<file path="config.mk">
export PLATFORM = sky130hd
export DESIGN_NAME = mul4_sequencer
export DESIGN_NICKNAME = d
export VERILOG_FILES = /design/src/rtl/mul4_sequencer.sv
export SDC_FILE = /design/constraint.sdc
export NUM_CORES = 1
export LEC_CHECK = 0
export ABC_AREA = 1
export BUFFER_PORTS_ARGS = -buffer_cell sky130_fd_sc_hd__buf_2
export CAP_MARGIN = 20
export CORE_MARGIN = 2
export CORE_UTILIZATION = 50
export DETAILED_ROUTE_END_ITERATION = 10
export HOLD_SLACK_MARGIN = 0.06
export PLACE_DENSITY = 0.73
export SLEW_MARGIN = 15
export SYNTH_ARGS = -nofsm -noshare
export SYNTH_HDL_FRONTEND = slang
export SYNTH_SLANG_ARGS = --single-unit
</file>
<file path="constraint.sdc">
create_clock -name clk_i -period 2.05 [get_ports clk_i]
set_input_delay 0.3075 -clock clk_i [delete_from_list [all_inputs] [get_ports clk_i]]
set_output_delay 0.3075 -clock clk_i [all_outputs]
set_load 0.02 [all_outputs]
</file>
<file path="src/rtl/mul4_sequencer.sv">
// mul4_sequencer: 4x4 unsigned shift-and-add multiplier.
// One operation is accepted in IDLE and runs four CALC cycles, each doing a
// single 4-bit add and a 9-bit right shift of {C,A,Q}. There is one DONE
// cycle, and after it the block returns to IDLE. The last product is held
// in P.
module mul4_sequencer (
  input  logic       clk_i,
  input  logic       rst_n_i,
  input  logic       start_i,
  input  logic [3:0] a_i,
  input  logic [3:0] b_i,
  output logic       ready_o,
  output logic       busy_o,
  output logic       done_o,
  output logic [7:0] product_o
);

  typedef enum logic [1:0] {
    IDLE = 2'd0,
    CALC = 2'd1,
    DONE = 2'd2
  } state_t;

  state_t      state, state_nxt;

  logic [3:0]  m_q;    // multiplicand
  logic [3:0]  a_q;    // accumulator (high product half)
  logic [3:0]  q_q;    // multiplier, shifts out as low product half fills in
  logic        c_q;    // carry out of the add
  logic [1:0]  cnt_q;  // CALC iteration
  logic [7:0]  p_q;    // last completed product

  logic [4:0]  sum;
  logic [4:0]  acc;
  logic [3:0]  a_shf;
  logic [3:0]  q_shf;
  logic        last_iter;

  // The step's single add. This logic also builds the shifted {C,A,Q}.
  // C is always clear when a CALC edge begins, so {c_q,a_q} is {0,A}.
  always_comb begin
    sum       = {1'b0, a_q} + {1'b0, m_q};
    acc       = q_q[0] ? sum : {c_q, a_q};
    a_shf     = acc[4:1];
    q_shf     = {acc[0], q_q[3:1]};
    last_iter = (cnt_q == 2'd3);
  end

  // State register
  always_ff @(posedge clk_i) begin
    if (!rst_n_i) state <= IDLE;
    else          state <= state_nxt;
  end

  // Next-state: CALC runs a fixed four edges, and DONE is a single cycle.
  always_comb begin
    state_nxt = state;
    case (state)
      IDLE:    if (start_i)   state_nxt = CALC;
      CALC:    if (last_iter) state_nxt = DONE;
      DONE:                   state_nxt = IDLE;
      default:                state_nxt = IDLE;
    endcase
  end

  // Outputs decode from the registered state only
  always_comb begin
    ready_o = (state == IDLE);
    busy_o  = (state == CALC) || (state == DONE);
    done_o  = (state == DONE);
  end

  assign product_o = p_q;

  // Datapath: operands load on accept. Each CALC edge adds and shifts.
  // P updates only on the final iteration.
  always_ff @(posedge clk_i) begin
    if (!rst_n_i) begin
      m_q   <= '0;
      a_q   <= '0;
      q_q   <= '0;
      c_q   <= 1'b0;
      cnt_q <= '0;
      p_q   <= '0;
    end else begin
      case (state)
        IDLE: if (start_i) begin
          m_q   <= a_i;
          q_q   <= b_i;
          a_q   <= '0;
          c_q   <= 1'b0;
          cnt_q <= '0;
        end
        CALC: begin
          a_q   <= a_shf;
          q_q   <= q_shf;
          c_q   <= 1'b0;
          cnt_q <= cnt_q + 2'd1;
          if (last_iter) p_q <= {a_shf, q_shf};
        end
        default: ;
      endcase
    end
  end

endmodule

</file>
* Word level (Yosys, flattened, before mapping) *
Index checks and enable logic that the tools add are counted.

operators by class
  $add $sub $neg = 2
  eq/ne operators = 5
  muxes and demuxes = 12
  reductions and logical operators = 7

operators with widths
  kind                 number
  $pmux 4 s2           2
  $mux 4               2
  $pmux 2 s2           2
  $reduce_and 2->1     4
  $mux 2               3
  $add 4x4->5          1
  $mux 5               1
  $eq 2x2->1 const B   2
  $ne 2x2->1 const B   2
  $add 2x1->2 const B  1
  $eq 2x1->1 const B   1
  $logic_not 2->1      1
  $pmux 1 s2           1
  $reduce_bool 2->1    1
  $logic_or 1x1->1     1
  $mux 1               1

storage, ports and cells
  flip-flop bits (word level) = 25
  bits of input ports = 11
  output and inout bits = 11
  logic and storage cells = 33

* Logic depth before layout (Yosys ltp) *
Gate-level depths: netlist of the first run.

  word-level depth = 3
  mapped depth = 9
  gate-level depth less buffers = 9

* Worst setup path after synthesis of the first run *
No wires, ideal clock.

  path kind = reg-to-reg
  start = register state[0]
  end = register q_q[3]
  setup time = 0.120 ns
  data arrival time = 1.352 ns
  required time = 1.930 ns
  slack = 0.578 ns
  stages on the path, launching flop included = 8
  buffers on the path = 0
  clock period less this slack = 1.472 ns
  cells stage by stage = dfxtp_1 -> inv_1 -> ha_1 -> nand2_2 -> o21ai_4 -> inv_2 -> a21oi_1 -> a21oi_1

on the way
  cells in the longest elaborated chain, start to end = 3
  elaborated cells between the ends (all ways) = 6
  those cells by class = eq/ne: 2; mux: 1; reduce/logical: 3

RTL lines
  what                                                              line  RTL
  start, declared                                                   24    state_t state, state_nxt;
  start signal, assigned                                            52    else state <= state_nxt;
  $logic_not 2->1 *                                                 n/a
  named net ready_o                                                 12    output logic ready_o,
  $ne 2x2->1 (no source line) or $reduce_bool 2->1 (tied branches)  n/a
  $reduce_and 2->1 (no source line)                                 n/a
  end signal, assigned                                              89    q_q <= b_i;
  end signal, assigned                                              96    q_q <= q_shf;
  end, declared                                                     28    logic [3:0] q_q;

Mark *: on every way through the listed nets, which the timed path passes. The rest lies on a longest branch.
A chain may end at the register's enable or synchronous reset.

* Final worst setup path of the first run *
  start = register state[0]
  end = output ready_o

on the way
  cells in the longest elaborated chain, start to end = 1

RTL lines
  what             line  RTL
  $logic_not 2->1  68    ready_o = (state == IDLE);
  end, declared    12

No other way between the ends.

==> impl_results.md, run 1 <==
* Clock Root Buffer: clkbuf_4
* Worst Hold Slack at 0.2326 ns
* Commonest cells after routing, fill and taps aside: nand2_1 (32), dfxtp_1 (24), nor2_1 (21), buf_2 (21), o21ai_0 (19)
* Die Span Y at 52.04 um
* Endpoints failing hold at 0
* Clock-pin slew on the worst setup and hold paths at 0.15 ns
* Switching Share at 0.3952
* Post-Synthesis Cells at 150
* Overall routing resource usage at 0.1926
* Crit path time final at 1.653 ns
* Fin worst setup slack at 0.3968 ns
* Max-Slew Margin vs Limit at 0.8129
* Die W at 52.04 um
* Family with the most delay on the worst path: flip-flops
* Crit Path Category: register to primary output
* Fmax at 604.9 MHz
* Via count at 1045
* DRC violation total after the first TritonRoute iteration at 17
* CP peak stage delay at 0.36 ns
* Initial Util at 0.5266
* Critical Path RT at 1.74 ns
* Worst-case clock buffer depth at 2
* Maximum VDD drop at 0.9541 mV
* Number of buffers inserted by port buffering at 21
* Synth-to-Final Area Change at 15.40%
* Vias in the first global route at 940
* Post-CTS Setup Repair Bufs at 0
* Min-Delay Path Class: input port to register
* DRT Pass-1 Iters at 4
* Gate power share at 0.378
* Mapped Area at 0.001154 mm2
* Cell internal pwr at 957.0 uW
* DRT antenna net count at 0
* Initial antenna violation count at 0
* Die area at 0.002708 mm2
* Outcome: finished clean
* Max_cap viols at 0
* PostCTS Resize Cnt at 0
* Final setup violating endpoints at 0
* Crit. Startpoint: state[0]
* Post-route clock period utilization at 0.8064
* Clk_lat worst skew at 0.32 ns
* Slew @ Worst Pin at 0.2803 ns
* Setup TNS at 0 ns
* Sink Count at 24
* Yosys Warn Count at 0
* Crit-path slowest cell: dfxtp_1
* Filler cells at 209
* Netlist cell types at 19
* RSZ-0062 raised after global routing: false
* Worst Path Arrival at 1.35 ns
* Routed WL per cell at 11.47 um
* Yosys reg bits at 24
* Hpwl dp at 1.762 mm
* RR Startpoint: a_q[0]
* Cell Pwr Density at 1189 mW/mm2
* # hold bufs at CTS at 0
* NetSw at 625.3 uW
* Crit Path Max Fanout at 5
* Post-synth net total at 172
* CP Buf/Inv Count at 2
* Worst setup SP type: register
* Ant. Diodes at 0
* Pin count of the biggest net entering global routing at 19
* P_leak at 0.0006298 uW
* Num ports at 22
* Core Rows at 17
* Clock skew at 0.01578 ns
* Flop pwr share at 0.404
* Crit-path cells: inv_1 > ha_1 > buf_2
* Clock power share at 0.219
* Final slew viol count at 0
* CTS tree: built
* CTS H-tree lvls at 1
* Global route overflow at 0
* Core Region at 0.002191 mm2
* CP Capture Type: primary output
* HP Start: b_i[1]
* DP Worst Slack at 0.4605 ns
* DR vias/cell at 5.199
* Register area share after synthesis at 0.4165
* Share of layout cells above drive strength 1 at 0.1850
* Global-route wire length before repair at 3.857 mm
* Syn Area/Cell at 7.691 um2
* DRC at 0
* Final Wtd Congestion at 0.8102
* Commonest non-fill, non-tap cell in the layout: nand2_1
* Final #Nets at 196
* TritonCTS buffer count at 3
* Drt total wl at 2.305 mm
power groups by stage:
| stage | clock (uW) | sequential, uW | combinational (uW) |
|---|---|---|---|
| after detailed placement | 0 | 647 | 595 |
| after global placement | 0 | 645 | 577 |
| after floorplan | 0 | 623 | 478 |
| after global routing | 367 | 650 | 679 |
| final | 346 | 638 | 598 |
| after CTS | 348 | 636 | 600 |
metal layers:
layer / vias up / share of wire / wire, um / GRT usage
li1: 545 / - / - / -
met1: 478 / 0.48 / 1116 / 0.2292
met2: 18 / 0.47 / 1085 / 0.3439
met3: 4 / 0.035 / 81 / 0.03448
met4: 0 / 0.0095 / 22 / 0.06579
met5: - / 0 / 0 / 0
through the flow:
| step | total power [uW] | utilization | cells | area [um2] |
|---|---|---|---|---|
| 2_1_floorplan | 1101 | - | 150 | 1154 |
| 3_3_place_gp | 1222 | 0.5837 | 197 | 1279 |
| 3_5_place_dp | 1242 | 0.5837 | 197 | 1279 |
| 4_1_cts | 1585 | 0.6077 | 201 | 1331 |
| 5_1_grt | 1696 | 0.6077 | 201 | 1331 |
| 6_report | 1582 | 0.6077 | 201 | 1331 |
kinds of logic after synthesis:
logic type | Yosys count | share of synthesized area
AND/OR/NAND/NOR | 60 | 0.2050
flip-flops | 24 | 0.4165
AO/OA/AOI/OAI | 40 | 0.1974
buffers and inverters | 15 | 0.05531
adder cells (fa/ha/maj) | 11 | 0.1258
worst min-delay path, cell delays in order:
cell     delay (ns)
buf_2          0.10
nand2_1        0.05
a31oi_1        0.07
path summary, 6_finish.rpt:
path	end	slack [ns]	cells past startpoint
max	ready_o	0.40	3
min	q_q[1]	0.23	3
max reg2reg	a_q[1]	0.43	7
min reg2reg	cnt_q[0]	0.47	1
final cells by class:
class                           instances  area, um2  share of cell area
Inverter                               13      48.80             0.03665
Timing Repair Buffer                   21      105.1             0.07895
Multi-Input combinational cell        111      609.3              0.4577
Clock buffer                            3      22.52             0.01692
Clock inverter                          1      30.03             0.02256
Sequential cell                        24      480.5              0.3609
Tap cell                               28      35.03             0.02632
state kept, by name, summed over array words and instances (netlist names):
signal,count
a_q,4
cnt_q,2
m_q,4
product_o,8
q_q,4
state,2
cell usage after synthesis:
library cell / n / share of area
dfxtp_1: 24 / 0.42
o21ai_2: 1 / 0.0076
nor2_1: 21 / 0.068
inv_1: 11 / 0.036
a31oi_1: 5 / 0.027
nand2_1: 32 / 0.10
o21ai_4: 1 / 0.014
inv_2: 2 / 0.0065
buf_6: 1 / 0.0098
o21a_1: 1 / 0.0065
ha_1: 10 / 0.11
nand3_1: 5 / 0.022
clkbuf_1: 1 / 0.0033
o21ai_0: 19 / 0.082
a21oi_2: 1 / 0.0076
or2_2: 1 / 0.0054
fa_1: 1 / 0.017
a21oi_1: 12 / 0.052
nand2_2: 1 / 0.0054
Power figures use the tool's default switching activity.
==> inputs of run 2 (changes only) <==
CORE_UTILIZATION = 48   (was 50)
clock period = 1.49 ns   (was 2.05 ns; I/O delays follow)
==> impl_results.md, run 2 (synthesis gave the netlist of run 1 again) <==
* Post-route insts no fill at 208
* Clk_lat worst skew at 0.31 ns
* TritonCTS buffer count at 3
* RSZ-0062 raised after global routing: true
* Synth-to-Final Area Change at 24.30%
* Final #Nets at 203
* DR vias/cell at 5.053
* WHS Endpoint: m_q[3]
* Sink Count at 24
* Ant. Diodes at 0
* Initial Util at 0.5165
* Slew @ Worst Pin at 0.2831 ns
* CP dominant cell by count: nand2_2
* Die Span Y at 53.03 um
* Outcome: finished clean
* Routed WL per cell at 11.58 um
* Crit Path Max Fanout at 3
* Core Region at 0.002233 mm2
* Crit Path Category: register to register
* Cell Pwr Density at 1609 mW/mm2
* Design Area, Final at 0.001434 mm2
* Reg2reg end: a_q[0]
* Num ports at 22
* Global-route wire length before repair at 4.071 mm
* Worst Path Arrival at 1.69 ns
* Critical Path RT at 1.74 ns
* Clock Root Buffer: clkbuf_4
* P_leak at 0.0006553 uW
* Placed cell area at 0.001336 mm2
* CTS H-tree lvls at 1
* Final setup violating endpoints at 0
* Inst Count DP at 203
* RR Startpoint: a_q[0]
* Max reg flops at 8
* Max_cap viols at 0
* Maximum VDD drop at 1.127 mV
* DP Worst Slack at -0.07020 ns
* Final Wtd Congestion at 0.9870
* Worst setup SP type: register
* Number of buffers inserted by port buffering at 21
* Drt total wl at 2.409 mm
* Global route overflow at 0
* Endpoints failing hold at 0
* Crit-path slowest cell: fa_2
* Clock skew at 0.001324 ns
* CTS tree: built
* Share of layout cells above drive strength 1 at 0.3000
* Die W at 53.03 um
* Final slew viol count at 0
* Core Rows at 17
* Initial antenna violation count at 0
* Fmax at 692.5 MHz
* Hpwl dp at 1.846 mm
* Overall routing resource usage at 0.1999
* Crit-path cells: ha_4 > fa_2 > nand2_2 > nand2_2 > nand2_1 > a21oi_1
* R2R cell count at 6
* Vias in the first global route at 960
* # hold bufs at CTS at 0
* Max-Slew Margin vs Limit at 0.8113
* Commonest cells after routing, fill and taps aside: nand2_1 (29), nor2_1 (21), dfxtp_1 (21)
* Post-route clock period utilization at 0.9691
* Crit path time final at 1.444 ns
* DRT Pass-1 Iters at 4
* DRT antenna net count at 0
* Fin worst setup slack at 0.04605 ns
* R2r setup slk at 0.05 ns
* CP peak stage delay at 0.53 ns
* Setup TNS at 0 ns
* HP Start: a_i[3]
* Commonest non-fill, non-tap cell in the layout: nand2_1
* Min-Delay Path Class: input port to register
* DRC at 0
* Clock-pin slew on the worst setup and hold paths at 0.12 ns
* Hold depth at 3
* Pin count of the biggest net entering global routing at 19
* Via count at 1051
* DRC violation total after the first TritonRoute iteration at 15
* Die area at 0.002812 mm2
* CP Capture Type: register
* Worst-case clock buffer depth at 2
-- run 2: changes by cell type in the layout (fill, tap and decap cells not counted), moves of 3 or more --
cell / previous run / this run
nand2_1: 32 / 29
dfxtp_1: 24 / 21
ha_1: 10 / 6
inv_2: 2 / 5
inv_1: 11 / 8
nand2_2: 1 / 4
buf_4: 0 / 6
dfxtp_2: 0 / 3
-- run 2: how the worst max path moves through the flow --
stage               endpoint  slack, ns  startpoint
floorplan             q_q[3]       0.02    state[0]
global placement      a_q[1]       0.03      m_q[0]
detailed placement    a_q[1]      -0.07      a_q[0]
CTS                   a_q[0]      0.002      m_q[0]
global route          a_q[0]      -0.02      m_q[0]
finish                a_q[0]       0.05      a_q[0]
-- run 2: stage by stage --
stage	hold WS [ns]	utilization	total power [uW]
floorplan	0.3618	-	1515
global placement	0.4404	0.5983	1832
detailed placement	0.4650	0.5983	1848
CTS	0.1449	0.6224	2240
global route	0.1487	0.6420	2490
finish	0.1544	0.6420	2307
-- run 2: what timing repair did --
item                                    in CTS  in global routing
setup buffers                                0                  1
resized for setup                            6                 14
pin swaps                                    2                  2
endpoints found under the setup margin       5                 19
-- run 2: metal layers --
layer / vias to the layer above / GRT usage / share of wire / wire length, um
met2: 21 / 0.3292 / 0.48 / 1161
li1: 556 / - / - / -
met5: - / 0 / 0 / 0
met3: 6 / 0.04237 / 0.042 / 100
met4: 0 / 0.09829 / 0.021 / 51
met1: 468 / 0.2452 / 0.45 / 1095
-- run 2: power by group --
part	total, uW	internal (uW)	switching, uW
Sequential	893	773	120
Clock	336	149	187
Combinational	1080	471	606
Total	2310	1390	913
-- run 2: area by class of cell --
type                       instances  area, um2
multi-input combinational        111      653.1
timing repair buffer              28      176.4
fill                             203      799.5
sequential                        24      484.2
inverter                          13      48.80
tap                               28      35.03
clock buffer                       4      36.28
-- run 2: worst max-delay path, delay by kind of cell (launching register included) --
family	cells	cell delay, ns
adders and majority gates	2	0.69
DFF	1	0.36
AOI/OAI and AO/OA	1	0.12
and+or+nand+nor	3	0.20
==> inputs of run 3 (changes only) <==
REMOVE_ABC_BUFFERS = 1   (was default)
SLEW_MARGIN = 20   (was 15)
==> impl_results.md, run 3 (synthesis gave the netlist of run 1 again) <==
* Post-route clock period utilization at 0.9533
* Final Wtd Congestion at 0.9603
* Global-route wire length before repair at 4.071 mm
* Met2 track demand over resource at 0.3188
* Commonest non-fill, non-tap cell in the layout: nand2_1
* P_leak at 0.0006483 uW
* Final setup violating endpoints at 0
* Final Util at 0.6319
* RSZ-0062 raised after global routing: true
* Clk_lat worst skew at 0.32 ns
* CTS tree: built
* Worst setup SP type: register
* Post-CTS Setup Repair Bufs at 0
* Overall routing resource usage at 0.1961
* Slew @ Worst Pin at 0.3004 ns
* Endpoints failing hold at 0
* Initial antenna violation count at 0
* CP dominant cell by count: nand2_2
* # hold bufs at CTS at 0
* Die area at 0.002812 mm2
* DRC at 0
* Ant. Diodes at 0
* DR vias/cell at 4.971
* Die Span Y at 53.03 um
* DRT Pass-1 Iters at 4
* Cell Pwr Density at 1669 mW/mm2
* Num ports at 22
* Crit Path Category: register to register
* Synth-to-Final Area Change at 22.34%
* Pin count of the biggest net entering global routing at 19
* CP peak stage delay at 0.53 ns
* Max-Slew Margin vs Limit at 0.7998
* Final #Nets at 201
* Critical Path RT at 1.75 ns
* Max_cap viols at 0
* Crit-path cells: ha_4 > fa_2 > nand2_2 > nand2_2 > nand2_1 > a21oi_1
* DRC violation total after the first TritonRoute iteration at 17
* Outcome: finished clean
* CTS H-tree lvls at 1
* Post-route insts no fill at 206
* Min-Delay Path Class: input port to register
* Final slew viol count at 0
* Clock skew at 0.002188 ns
* CP Capture Type: register
* Crit-path slowest cell: fa_2
* Clock Root Buffer: clkbuf_4
* Clock-pin slew on the worst setup and hold paths at 0.14 ns
* Share of layout cells above drive strength 1 at 0.2809
* Maximum VDD drop at 1.403 mV
* Global route hottest layer: met2
* Via count at 1024
* Inst Count DP at 202
* Initial Util at 0.5165
* Max reg flops at 8
* Number of buffers inserted by port buffering at 21
* Drt total wl at 2.421 mm
* DRT antenna net count at 0
* Routing usage on met3 at 0.04237
* Filler cells at 203
* Core Rows at 17
* Die W at 53.03 um
* Worst Hold Slack at 0.1421 ns
* Vias in the first global route at 963
* Commonest cells after routing, fill and taps aside: nand2_1 (30), nor2_1 (21), dfxtp_1 (21), buf_2 (21), o21ai_0 (18)
* Crit Path Max Fanout at 3
* Crit path time final at 1.420 ns
* Global route overflow at 0
* TritonCTS buffer count at 3
* Fmax at 704.0 MHz
* Hpwl dp at 1.828 mm
* Worst-case clock buffer depth at 2
* Core Region at 0.002233 mm2
* M1 GR Usage at 0.2618
* Routed WL per cell at 11.75 um
* Worst Path Arrival at 1.68 ns
* Sink Count at 24
==> run 3: cell type report <==
cell class	count	area, um2	share of cell area
inverter	13	48.80	0.03457
clock inverter	1	30.03	0.02128
clock buffer	3	22.52	0.01596
tap	28	35.03	0.02482
sequential	24	484.2	0.3431
multi-input combinational	111	648.1	0.4592
timing repair buffer	26	142.6	0.1011
==> run 3: timing repair <==
action                                  in CTS  in global routing
resized for setup                            3                 13
pin swaps                                    0                  2
endpoints found under the setup margin       2                 19
==> run 3: metrics by stage <==
step | area, um2 | setup slack [ns] | TNS (ns) | total power (uW)
floorplan | 1139 | 0.01807 | 0 | 1513
global placement | 1316 | 0.02557 | 0 | 1770
detailed placement | 1316 | -0.01581 | -0.01581 | 1794
CTS | 1381 | 0.006546 | 0 | 2308
global route | 1411 | -0.01338 | -0.03127 | 2522
finish | 1411 | 0.06954 | 0 | 2355
==> run 3: power breakdown <==
group / switching, uW / total, uW / internal, uW
logic: 597 / 984 / 387
clock network: 206 / 478 / 272
registers: 120 / 893 / 773
total: 924 / 2360 / 1430
==> run 3: layer usage <==
| metal | part of all wire | vias to the layer above |
|---|---|---|
| met5 | 0 | - |
| met4 | 0.010 | 0 |
| met3 | 0.033 | 4 |
| met2 | 0.44 | 21 |
| met1 | 0.51 | 447 |
| li1 | - | 552 |
==> run 3: path summary, 6_finish.rpt <==
check | start | end | slack (ns) | cells after the start
setup / recovery | a_q[0] | a_q[0] | 0.07 | 6
hold / removal | a_i[1] | m_q[1] | 0.14 | 3
setup reg to reg | a_q[0] | a_q[0] | 0.07 | 6
hold reg to reg | cnt_q[1] | cnt_q[1] | 0.48 | 2
==> run 3: critical path: cells and delay by family, from the launching register on <==
family | cells | cell delay, ns
adders and majority gates | 2 | 0.69
DFF | 1 | 0.37
and+or+nand+nor | 3 | 0.18
AOI/OAI and AO/OA | 1 | 0.12
